File: src/rtl/i2s_dac_bridge.sv
// i2s_dac_bridge: oversampling I2S receiver that forwards each captured channel sample to a
// dual-channel DAC as a {command, data} SPI-style frame. Everything runs on mck_i.
//
// Ports:
//   mck_i          system clock, all logic on its rising edge
//   rst_i          synchronous active-high reset
//   bck_i          I2S bit clock (oversampled, <= mck_i/4)
//   lrck_i         I2S word select, low = left, high = right
//   data_i         I2S serial data, MSB first, one bck after the lrck change
//   sdo            DAC serial data, changes on sclk rising edges
//   sync           DAC frame select, active low
//   sclk           DAC serial clock, idles high, DAC samples on the falling edge
//   sample_valid_o one-cycle pulse per captured channel sample
//   overrun_o      one-cycle pulse when a pending unsent sample is overwritten
//   busy_o         high while a frame (load, shift or gap) is in progress
module i2s_dac_bridge #(
  parameter int unsigned         SAMPLE_BITS   = 24,
  parameter int unsigned         DAC_BITS      = 16,
  parameter int unsigned         CMD_BITS      = 8,
  parameter logic [CMD_BITS-1:0] LEFT_CMD      = 8'h08,
  parameter logic [CMD_BITS-1:0] RIGHT_CMD     = 8'h09,
  parameter bit                  OFFSET_BINARY = 1'b1,
  parameter int unsigned         SCLK_DIV      = 2
) (
  input  logic mck_i,
  input  logic rst_i,
  input  logic bck_i,
  input  logic lrck_i,
  input  logic data_i,
  output logic sdo,
  output logic sync,
  output logic sclk,
  output logic sample_valid_o,
  output logic overrun_o,
  output logic busy_o
);

  localparam int unsigned FRAME_BITS = CMD_BITS + DAC_BITS;
  localparam int unsigned SCW        = $clog2(SAMPLE_BITS);
  localparam int unsigned FCW        = $clog2(FRAME_BITS);
  localparam int unsigned DCW        = $clog2(2 * SCLK_DIV) + 1;

  typedef enum logic {RxIdle, RxCapture} rx_state_e;
  typedef enum logic [1:0] {StIdle, StLoad, StShift, StGap} wr_state_e;

  logic [1:0] bck_sync_q, lrck_sync_q, data_sync_q;
  logic       bck_prev_q;
  logic       bck_s, lrck_s, data_s, bck_rise;

  rx_state_e              rx_state_q, rx_state_d;
  logic                   lrck_last_q, lrck_last_d;
  logic                   rx_ch_q, rx_ch_d;
  logic [SCW-1:0]         rx_cnt_q, rx_cnt_d;
  logic [SAMPLE_BITS-2:0] rx_shift_q, rx_shift_d;
  logic [SAMPLE_BITS-1:0] captured;
  logic [DAC_BITS-1:0]    rx_data;
  logic                   rx_done;

  logic [DAC_BITS-1:0] hold_l_q, hold_l_d, hold_r_q, hold_r_d;
  logic                pend_l_q, pend_l_d, pend_r_q, pend_r_d;
  logic                valid_q, valid_d, overrun_q, overrun_d;
  logic                load_l, load_r;

  wr_state_e             wr_state_q, wr_state_d;
  logic [FRAME_BITS-1:0] frame_q, frame_d;
  logic [FCW-1:0]        bit_q, bit_d;
  logic [DCW-1:0]        div_q, div_d;
  logic                  sclk_q, sclk_d, sync_q, sync_d, sdo_q, sdo_d;

  assign bck_s    = bck_sync_q[1];
  assign lrck_s   = lrck_sync_q[1];
  assign data_s   = data_sync_q[1];
  assign bck_rise = bck_s & ~bck_prev_q;

  always_comb begin
    rx_state_d  = rx_state_q;
    lrck_last_d = lrck_last_q;
    rx_ch_d     = rx_ch_q;
    rx_cnt_d    = rx_cnt_q;
    rx_shift_d  = rx_shift_q;
    rx_done     = 1'b0;
    hold_l_d    = hold_l_q;
    hold_r_d    = hold_r_q;
    pend_l_d    = pend_l_q;
    pend_r_d    = pend_r_q;
    valid_d     = 1'b0;
    overrun_d   = 1'b0;
    wr_state_d  = wr_state_q;
    frame_d     = frame_q;
    bit_d       = bit_q;
    div_d       = div_q;
    sclk_d      = sclk_q;
    sync_d      = sync_q;
    sdo_d       = sdo_q;

    // Receiver: an lrck change (re)arms the slot, so a short slot is simply dropped.
    captured = {rx_shift_q, data_s};
    if (bck_rise) begin
      lrck_last_d = lrck_s;
      if (lrck_s != lrck_last_q) begin
        rx_state_d = RxCapture;
        rx_ch_d    = lrck_s;
        rx_cnt_d   = '0;
      end else if (rx_state_q == RxCapture) begin
        rx_shift_d = captured[SAMPLE_BITS-2:0];
        rx_cnt_d   = rx_cnt_q + SCW'(1);
        if (rx_cnt_q == SCW'(SAMPLE_BITS - 1)) begin
          rx_done    = 1'b1;
          rx_state_d = RxIdle;
        end
      end
    end
    rx_data = captured[SAMPLE_BITS-1 -: DAC_BITS];
    if (OFFSET_BINARY) rx_data[DAC_BITS-1] = ~rx_data[DAC_BITS-1];

    // Left has priority; the flag is cleared in the same cycle the frame is latched.
    load_l = (wr_state_q == StIdle) && pend_l_q;
    load_r = (wr_state_q == StIdle) && !pend_l_q && pend_r_q;
    if (load_l) pend_l_d = 1'b0;
    if (load_r) pend_r_d = 1'b0;

    // A capture landing on the channel being loaded is queued, not an overrun.
    if (rx_done) begin
      valid_d = 1'b1;
      if (!rx_ch_q) begin
        hold_l_d  = rx_data;
        pend_l_d  = 1'b1;
        overrun_d = pend_l_q & ~load_l;
      end else begin
        hold_r_d  = rx_data;
        pend_r_d  = 1'b1;
        overrun_d = pend_r_q & ~load_r;
      end
    end

    unique case (wr_state_q)
      StIdle: begin
        if (load_l || load_r) begin
          frame_d    = load_l ? {LEFT_CMD, hold_l_q} : {RIGHT_CMD, hold_r_q};
          wr_state_d = StLoad;
        end
      end
      StLoad: begin
        sync_d     = 1'b0;
        sdo_d      = frame_q[FRAME_BITS-1];
        sclk_d     = 1'b1;
        div_d      = '0;
        bit_d      = '0;
        wr_state_d = StShift;
      end
      StShift: begin
        if (div_q == DCW'(SCLK_DIV - 1)) begin
          div_d = '0;
          if (sclk_q) begin
            sclk_d = 1'b0;
          end else begin
            sclk_d = 1'b1;
            if (bit_q == FCW'(FRAME_BITS - 1)) begin
              sync_d     = 1'b1;
              sdo_d      = 1'b0;
              wr_state_d = StGap;
            end else begin
              bit_d   = bit_q + FCW'(1);
              frame_d = frame_q << 1;
              sdo_d   = frame_q[FRAME_BITS-2];
            end
          end
        end else begin
          div_d = div_q + DCW'(1);
        end
      end
      StGap: begin
        if (div_q == DCW'(2 * SCLK_DIV - 1)) begin
          div_d      = '0;
          wr_state_d = StIdle;
        end else begin
          div_d = div_q + DCW'(1);
        end
      end
      default: wr_state_d = StIdle;
    endcase
  end

  always_ff @(posedge mck_i) begin
    if (rst_i) begin
      bck_sync_q  <= '0;
      lrck_sync_q <= '0;
      data_sync_q <= '0;
      bck_prev_q  <= 1'b0;
      rx_state_q  <= RxIdle;
      lrck_last_q <= 1'b0;
      rx_ch_q     <= 1'b0;
      rx_cnt_q    <= '0;
      rx_shift_q  <= '0;
      hold_l_q    <= '0;
      hold_r_q    <= '0;
      pend_l_q    <= 1'b0;
      pend_r_q    <= 1'b0;
      valid_q     <= 1'b0;
      overrun_q   <= 1'b0;
      wr_state_q  <= StIdle;
      frame_q     <= '0;
      bit_q       <= '0;
      div_q       <= '0;
      sclk_q      <= 1'b1;
      sync_q      <= 1'b1;
      sdo_q       <= 1'b0;
    end else begin
      bck_sync_q  <= {bck_sync_q[0], bck_i};
      lrck_sync_q <= {lrck_sync_q[0], lrck_i};
      data_sync_q <= {data_sync_q[0], data_i};
      bck_prev_q  <= bck_s;
      rx_state_q  <= rx_state_d;
      lrck_last_q <= lrck_last_d;
      rx_ch_q     <= rx_ch_d;
      rx_cnt_q    <= rx_cnt_d;
      rx_shift_q  <= rx_shift_d;
      hold_l_q    <= hold_l_d;
      hold_r_q    <= hold_r_d;
      pend_l_q    <= pend_l_d;
      pend_r_q    <= pend_r_d;
      valid_q     <= valid_d;
      overrun_q   <= overrun_d;
      wr_state_q  <= wr_state_d;
      frame_q     <= frame_d;
      bit_q       <= bit_d;
      div_q       <= div_d;
      sclk_q      <= sclk_d;
      sync_q      <= sync_d;
      sdo_q       <= sdo_d;
    end
  end

  assign sdo            = sdo_q;
  assign sync           = sync_q;
  assign sclk           = sclk_q;
  assign sample_valid_o = valid_q;
  assign overrun_o      = overrun_q;
  assign busy_o         = (wr_state_q != StIdle);

endmodule
File: config.mk
export PLATFORM = sky130hd
export DESIGN_NAME = i2s_dac_bridge
export DESIGN_NICKNAME = d
export VERILOG_FILES = /design/src/rtl/i2s_dac_bridge.sv
export SDC_FILE = /design/constraint.sdc
export NUM_CORES = 1
export LEC_CHECK = 0
export ABC_CLOCK_PERIOD_IN_PS = 2100
export CORE_ASPECT_RATIO = 0.5
export CORE_UTILIZATION = 64
export CTS_BUF_LIST = sky130_fd_sc_hd__clkbuf_8
export DETAILED_ROUTE_END_ITERATION = 8
export PLACE_DENSITY = 0.82
export RECOVER_POWER = 50
export REMOVE_ABC_BUFFERS = 1
export SLEW_MARGIN = 25
export SYNTH_ARGS = -nofsm -noshare
export SYNTH_HDL_FRONTEND = slang
export SYNTH_SLANG_ARGS = --single-unit
File: constraint.sdc
create_clock -name mck_i -period 2.1 [get_ports mck_i]
set_input_delay 0.42 -clock mck_i [delete_from_list [all_inputs] [get_ports mck_i]]
set_output_delay 0.42 -clock mck_i [all_outputs]
set_load 0.02 [all_outputs]
==> results.txt, run 1 <==
* Result of the run: finished, final reports clean
* Fraction of power spent switching nets: 26.2%
* Count of cell types in the netlist: 52
* Area contributors post-synth: sky130_fd_sc_hd__dfxtp_1 (46%), sky130_fd_sc_hd__a21oi_1 (6.7%), sky130_fd_sc_hd__mux2i_1 (6.6%)
- Clock sink total: 111
* Die W: 125 µm
- Post-route minimum period: 1.95 ns
- Iteration-0 DRC Markers: 282
* Layout overhead on the synthesized area: 8.01%
- Clock-pin slew was measured on the worst setup and hold paths at 0.10 ns.
- In this run the count of I/O pins placed on the die edge is 11.
* Placed Cells incl. Taps: 633
- Sequential element share of the synthesized area: 46.0%
- For this design, the slowest cell found on the critical path is sky130_fd_sc_hd__or3_1.
* Synthesized instance count: 549
- For this run, asynchronously set or reset flops after synthesis account for 0%.
- GRT Residual Overflow: 0
- Worst EP required: 2.38 ns
- Once layout is complete, the cells apart from fillers number 647.
- The worst pin sits at a relative slew slack of 39.9%.
- Core Rows: 21
- For the worst setup path, the data arrival time is 2.22 ns.
- First-pass GRT wire length: 16800 µm
* H-tree levels: 3
- The synthesized netlist devotes 0.519% of its cell area to XOR and XNOR gates.
* Delay of the slowest cell on the worst path: 0.35 ns
- Power spread over the standard cell area amounts to 757 mW/mm².
- Full die area: 0.00791 mm²
- Core Footprint: 0.00699 mm²
- STA classifies the critical path endpoint as a register.
- After synthesis, the mean cell area works out to 8.79 µm².
- Max-cap violations in this run came to 0.
- Max Fclk: 514 MHz
- 0 antenna diodes ended up in the layout.
- Fraction of power consumed by the clock network: 32.1%
- Mux cell area share after synthesis: 6.64%
* Area of the mapped netlist: 0.00483 mm²
- In this run the worst hold path is classified as primary input to register.
- Using the TritonRoute via totals, the vias-per-cell ratio works out to 5.95.
* Largest net degree at the start of global routing: 36
- The synthesized netlist devotes 20.4% of its cell area to simple gates.
* Instance area at placement: 0.00504 mm²
- In the global route stage, overall resource usage came out at 26.6%.
* Initial antenna violation count: 0
- Number of iterations in the first detailed-routing pass: 5
- TritonCTS built the clock tree.
- Main combinational cell family by area after synthesis: simple AND/OR/NAND/NOR gates
* Count of hold buffers inserted by post-cts repair: 0
* Cells traversed along the worst timing path: xor2_1, clkbuf_1, or2_0, buf_4, or3_1, a31oi_1
* VDD IR max: 0.399 mV
* Transition time at the pin with the least slew margin: 0.901 ns
- Most used cells in the layout excluding fill and tap cells: sky130_fd_sc_hd__dfxtp_1 (111), sky130_fd_sc_hd__a21oi_1 (65), sky130_fd_sc_hd__nand2_1 (63)
- Setup repair after global routing left no endpoint under its margin.
- Clock skew on the completed layout was measured at 0.00955 ns.
- Number of global-route vias before repair: 3649
* Clock latency on the worst-skew pair: 0.37 ns
- Along the worst path, the maximum fanout reaches 14.
- Kind of cell adding the most delay to the critical path: simple AND/OR/NAND/NOR gates
- Number of nets still failing antenna checks after routing: 0
- WHS: 0.444 ns
- Final RePlAce weighted congestion: 0.740
- Leaving out fill and tap cells, the most frequent cell in the layout is sky130_fd_sc_hd__dfxtp_1.
- The floorplan step set the die height to 63.4 µm.
- Total clock buffers created by CTS: 9
- Cell accounting for the most synthesized area: sky130_fd_sc_hd__dfxtp_1
* Leakage power total: 1.95 nW
* Number of slew-limit violations in the final report: 0
- For this run, the number of Yosys warnings is 0.
- DRC violation count after routing: 0
- The final layout contains routed wiring with a total length of 9660 µm.
* Top cell type's share of synthesized area: 46.0%
* Clock root buffer master: sky130_fd_sc_hd__clkbuf_8
- Yosys mapped a number of flops with a built-in enable equal to 0.
- The internal power of the cells totals 2.91 mW.
- The number of buffers and inverters on the critical path is 2.
- The synthesized netlist devotes 17.1% of its cell area to compound gates.
- Dpl hpwl: 6200 µm
- Number of buffers added on ports: 10
- After layout, the worst path uses 92.6% of the clock period.
- Psw: 1.03 mW
- Fraction of layout cells with a size suffix above 1: 8.47%
* Bufs on Longest Clock Path: 2
- The final hold violation count is 0.
- After Yosys synthesis, full adders, half adders and majority gates account for 2.85% of the synthesized area.
- The worst setup path is of the register to register kind.
- Effective utilization at floorplan: 69.0%
* Flop and latch count out of synthesis: 111
- Combinational logic burns 12.9% of the power.
* # nets final: 568
- Share of the core filled with cells in the final layout: 74.6%
* Wirelength per Cell: 14.9 µm
* Portion of total power attributed to sequential cells: 55.1%
- Setup violations remaining at the end of the flow were counted as 0.
- The routed layout has 3848 vias.
* Non-Filler Cell Area, Final: 0.00521 mm²
- STA classifies the critical path startpoint as a register.
- Top flip-flop cell by instance count after synthesis: sky130_fd_sc_hd__dfxtp_1
layout make-up:
type | instances | area, µm²
Multi-Input combinational cell | 372 | 2310
Clock buffer | 11 | 151
Tap cell | 92 | 115
Fill cell | 549 | 1780
Timing Repair Buffer | 33 | 277
Clock inverter | 3 | 43.8
Inverter | 25 | 93.8
Sequential cell | 111 | 2220
repair_timing:
item,4_1_cts,5_1_grt
resized for setup,2,2
hold endpoints to repair,0,0
setup endpoints to repair,1,19
buffers inserted,0,0
stage by stage:
stage | TNS (ns) | power, mW | setup slack (ns)
after floorplan | -41.28 | 2.52 | -1.09
after global placement | 0 | 2.72 | 0.116
after detailed placement | 0 | 2.74 | 0.0580
after CTS | 0 | 3.99 | 0.0216
after global routing | 0 | 4.12 | 0.00840
final | 0 | 3.94 | 0.155
sequential cells by signal (all words and copies together) (netlist names), 2 cells and up:
register,cells
bck_sync_q,2
bit_q,5
data_sync_q,2
div_q,3
frame_q,24
hold_l_q,16
hold_r_q,16
lrck_sync_q,2
rx_cnt_q,5
rx_shift_q,23
wr_state_q,2
worst paths after layout:
check,from,end,slack (ns),cells after the start
worst max-delay path,lrck_sync_q[1]$_SDFF_PP0_,rx_cnt_q[3]$_SDFFE_PP0P_,0.15,6
worst max register to register,lrck_sync_q[1]$_SDFF_PP0_,rx_cnt_q[3]$_SDFFE_PP0P_,0.15,6
worst min register to register,lrck_sync_q[0]$_SDFF_PP0_,lrck_sync_q[1]$_SDFF_PP0_,0.45,1
worst min-delay path,rst_i,hold_r_q[6]$_SDFFE_PP0P_,0.44,2
metal layers:
metal	part of all wire, %	vias up	GRT usage [%]
met5	0	-	0
met1	48	1820	34.5
met4	1.2	0	8.64
li1	-	1923	-
met3	6.0	14	6.54
met2	45	91	43.8
power groups by stage:
stage	logic, mW	registers, mW	clock network (mW)
finish	0.507	2.17	1.27
CTS	0.513	2.17	1.31
global placement	0.502	2.22	0
floorplan	0.291	2.23	0
detailed placement	0.514	2.22	0
global route	0.565	2.18	1.38
cells in the mapped netlist (3+ instances only):
cell and number:
sky130_fd_sc_hd__dfxtp_1 111, sky130_fd_sc_hd__a21oi_1 65, sky130_fd_sc_hd__nand2_1 63, sky130_fd_sc_hd__nor2_1 45
sky130_fd_sc_hd__mux2i_1 32, sky130_fd_sc_hd__clkbuf_1 29, sky130_fd_sc_hd__inv_1 25, sky130_fd_sc_hd__nand4_1 21
sky130_fd_sc_hd__a211o_1 16, sky130_fd_sc_hd__o21ai_0 16, sky130_fd_sc_hd__and3_1 15, sky130_fd_sc_hd__o31ai_1 14
sky130_fd_sc_hd__nor2b_1 12, sky130_fd_sc_hd__ha_1 11, sky130_fd_sc_hd__nor3_1 8, sky130_fd_sc_hd__a211oi_1 7
sky130_fd_sc_hd__nand2b_1 6, sky130_fd_sc_hd__nand3_1 5, sky130_fd_sc_hd__buf_2 4, sky130_fd_sc_hd__nor2_2 3
cells by family (layout without fill, tap and decap cells):
group | Yosys count | count (layout)
compound gates | 131 | 131
xor+xnor | 2 | 2
fa+ha+maj | 11 | 11
buf+inv | 66 | 72
flops | 111 | 111
mux | 32 | 32
simple gates | 196 | 196
Note: power is estimated with default switching activity, not from simulation.
==> run 2: changes to the inputs <==
Settings changed: CORE_ASPECT_RATIO 0.5 to 1.4.
==> run 2 against run 1 <==
Net effect: flip-flop and latch count did not move; sequential power about the same; power increased by 7.2%; clock power rose by 23%; non-clock buffer count shrank 5; die area down 0.20%; critical path type unchanged; largest power group unchanged.
==> results.txt, run 2 (synthesis gave the netlist of run 1 again) <==
* Clock root buffer master: sky130_fd_sc_hd__clkbuf_8 (unchanged)
- The count of clock tree sinks is 111 (unchanged).
- First-pass GRT wire length: 15800 µm (was 16800 µm)
* # nets final: 563 (was 568)
* Most common library cell in the layout ignoring fill and taps: sky130_fd_sc_hd__dfxtp_1 (unchanged)
- Layout overhead on the synthesized area: 9.02% (was 8.01%)
- Worst setup slack after placement: -0.0164 ns (was 0.0580 ns)
* Clock slew at the register clock pins of the worst setup and hold paths: 0.10 ns (about the same)
- The startpoint type of the worst setup path was a register (unchanged).
- Full die area: 0.00790 mm² (was 0.00791 mm²)
- The minimum setup slack among reg-to-reg paths is 0.11 ns (was 0.15 ns).
* Crit end category: register (unchanged)
- GRT Residual Overflow: 0 (unchanged)
- The final cycle utilization of the critical path is 94.6% (was 92.6%).
* Largest net degree at the start of global routing: 48 (was 36)
- Number of slew-limit violations in the final report: 0 (unchanged)
- The end-of-flow core utilization is 71.9% (was 74.6%).
* Final RePlAce weighted congestion: 0.771 (was 0.740)
- DRC violation count after routing: 0 (unchanged)
* Pwr Density: 804 mW/mm² (was 757 mW/mm²)
- Number of buffers added on ports: 10 (unchanged)
* Effective utilization at floorplan: 66.0% (was 69.0%)
* Number of buffers inserted by post-CTS setup repair: 0 (unchanged)
* Fraction of layout cells with a size suffix above 1: 7.97% (was 8.47%)
* Register name with the most flops: frame_q (unchanged)
* Internal power: 3.14 mW (was 2.91 mW)
- The sequential share of power was 51.4% (was 55.1%).
* H-tree levels: 3 (unchanged)
- The part of the total power dissipated in the clock network is 36.9% (was 32.1%).
- The clock skew is 0.00350 ns (was 0.00955 ns).
- Die W: 75.4 µm (was 125 µm)
- Vert. Die Dim: 105 µm (was 63.4 µm)
- The leakage component of the power came to 1.95 nW (about the same).
* Final Hold Violating Endpoints: 0 (unchanged)
* Placed Cells incl. Taps: 633 (unchanged)
- Result of the run: finished, final reports clean (unchanged)
- Area taken by multi-input logic gates: 0.00231 mm² (about the same)
- Post-route minimum period: 1.99 ns (was 1.95 ns)
- The fill cell total of the finished layout was 568 (was 549).
- Buf/Inv on CP: 2 (unchanged)
* Final TNS setup: 0 ns (unchanged)
- The cell with the biggest individual delay on the critical path is sky130_fd_sc_hd__clkbuf_1 (was sky130_fd_sc_hd__or3_1).
- The initial antenna violation count came to 0 (unchanged).
* Register area: 0.00222 mm² (unchanged)
- Cells traversed along the worst timing path: xor2_1, clkbuf_1, or2_0, buf_12, nor3_1, and2_0 (was xor2_1, clkbuf_1, or2_0, buf_4, or3_1, a31oi_1).
- Psw: 1.09 mW (was 1.03 mW)
* Transition time at the pin with the least slew margin: 0.947 ns (was 0.901 ns)
- Number of flip-flops in the largest register: 24 (unchanged)
- The worst hold path class was register to register (was primary input to register).
- Core Rows: 37 (was 21)
* Wirelength per Cell: 14.5 µm (was 14.9 µm)
- The maximum number of buffers from clock root to sink came to 2 (unchanged).
- The worst slew slack as a fraction of its limit came to 36.9% (was 39.9%).
- The top achievable clock speed is 503 MHz (was 514 MHz).
* Kind of cell adding the most delay to the critical path: buffers and inverters (was simple AND/OR/NAND/NOR gates)
- Registers with the most flip-flops: frame_q: 24 flops, rx_shift_q: 23 flops (unchanged)
- Delay of the slowest cell on the worst path: 0.43 ns (was 0.35 ns)
* Number of I/O pins: 11 (unchanged)
* Maximum fanout count along the critical path: 24 (was 14)
- Fraction of power spent switching nets: 25.8% (was 26.2%)
- Number of iterations in the first detailed-routing pass: 4 (was 5)
* Number of nets still failing antenna checks after routing: 0 (unchanged)
- The clock tree from TritonCTS is built (unchanged).
- Kind of critical path: register to register (unchanged)
* Vias per cell: 5.76 (was 5.95)
- Count of hold buffers inserted by post-cts repair: 0 (unchanged)
- VDD IR max: 0.598 mV (was 0.399 mV)
* Count of antenna diodes in the layout: 0 (unchanged)
* WHS: 0.448 ns (was 0.444 ns)
- GR Util All Layers: 25.7% (was 26.6%)
* WL final: 9390 µm (was 9660 µm)
* Gate power share: 11.8% (was 12.9%)
* Number of violations of the max-capacitance limit: 0 (unchanged)
- Core Footprint: 0.00731 mm² (was 0.00699 mm²)
- The total half-perimeter wirelength after legalization and detailed placement is 6080 µm (was 6200 µm).
- CTS-repair resized insts: 2 (unchanged)
* Endpoints failing setup: 0 (unchanged)
- Post-layout instance count excluding filler cells: 649 (was 647)
- Unrepaired setup endpoints after global routing: no (unchanged).
- The latest clock arrival within the worst-skew pair came to 0.38 ns (was 0.37 ns).
- Iteration-0 DRC Markers: 272 (was 282)
- The final critical-path setup slack came to 0.113 ns (was 0.155 ns).
* Number of global-route vias before repair: 3539 (was 3649)
- Most used cells in the layout excluding fill and tap cells: sky130_fd_sc_hd__dfxtp_1 (111), sky130_fd_sc_hd__a21oi_1 (65), sky130_fd_sc_hd__nand2_1 (63) (unchanged).
* Worst EP required: 2.39 ns (was 2.38 ns)
- The CTS buffer count was 9 (unchanged).
- Arrival time reported for the critical path endpoint: 2.28 ns (was 2.22 ns)
* Routed vias: 3736 (was 3848)
-- run 2: changes by cell type in the layout (fill, tap and decap cells not counted), moves of 2 or more --
cell	previous run	this run
sky130_fd_sc_hd__nor2_2	3	1
sky130_fd_sc_hd__clkinvlp_4	0	2
sky130_fd_sc_hd__bufinv_16	1	3
sky130_fd_sc_hd__clkbuf_1	3	1
sky130_fd_sc_hd__buf_4	17	12
-- run 2: power groups by stage --
stage	Combinational (mW)	Sequential [mW]	Clock (mW)
2_1_floorplan	0.291	2.23	0
3_3_place_gp	0.487	2.22	0
3_5_place_dp	0.501	2.22	0
4_1_cts	0.504	2.17	1.57
5_1_grt	0.551	2.18	1.66
6_report	0.499	2.17	1.56
-- run 2: layout make-up --
| class | instances | share of cell area [%] |
|---|---|---|
| multi-input cells | 372 | 43.9 |
| clock buffers | 10 | 2.62 |
| repair buffers | 28 | 4.90 |
| well taps | 97 | 2.31 |
| clock inverters | 6 | 2.21 |
| flip-flops and latches | 111 | 42.2 |
| inverters | 25 | 1.78 |
-- run 2: final timing paths --
kind,startpoint,depth (start not counted),to
worst max-delay path,lrck_last_q$_SDFFE_PP0P_,6,overrun_o$_SDFF_PP0_
worst min-delay path,lrck_sync_q[0]$_SDFF_PP0_,1,lrck_sync_q[1]$_SDFF_PP0_
worst max register to register,lrck_last_q$_SDFFE_PP0P_,6,overrun_o$_SDFF_PP0_
worst min register to register,lrck_sync_q[0]$_SDFF_PP0_,1,lrck_sync_q[1]$_SDFF_PP0_
-- run 2: worst reg2reg max path, cell delays in order (launching register included) --
cell and delay (ns):
sky130_fd_sc_hd__dfxtp_1 0.40, sky130_fd_sc_hd__xor2_1 0.32, sky130_fd_sc_hd__clkbuf_1 0.43, sky130_fd_sc_hd__or2_0 0.28, sky130_fd_sc_hd__buf_12 0.20, sky130_fd_sc_hd__nor3_1 0.08, sky130_fd_sc_hd__and2_0 0.18
-- run 2: metrics by stage --
step	instance area (µm²)	power [mW]
after floorplan	4610	2.52
after global placement	5020	2.71
after detailed placement	5020	2.72
after CTS	5280	4.24
after global routing	5260	4.39
final	5260	4.23
-- run 2: layer usage --
metal	track usage [%]	up-vias	part of all wire [%]
li1	-	1908	-
met1	33.7	1758	46
met2	39.9	51	49
met3	6.08	19	3.0
met4	11.1	0	2.1
met5	0	-	0
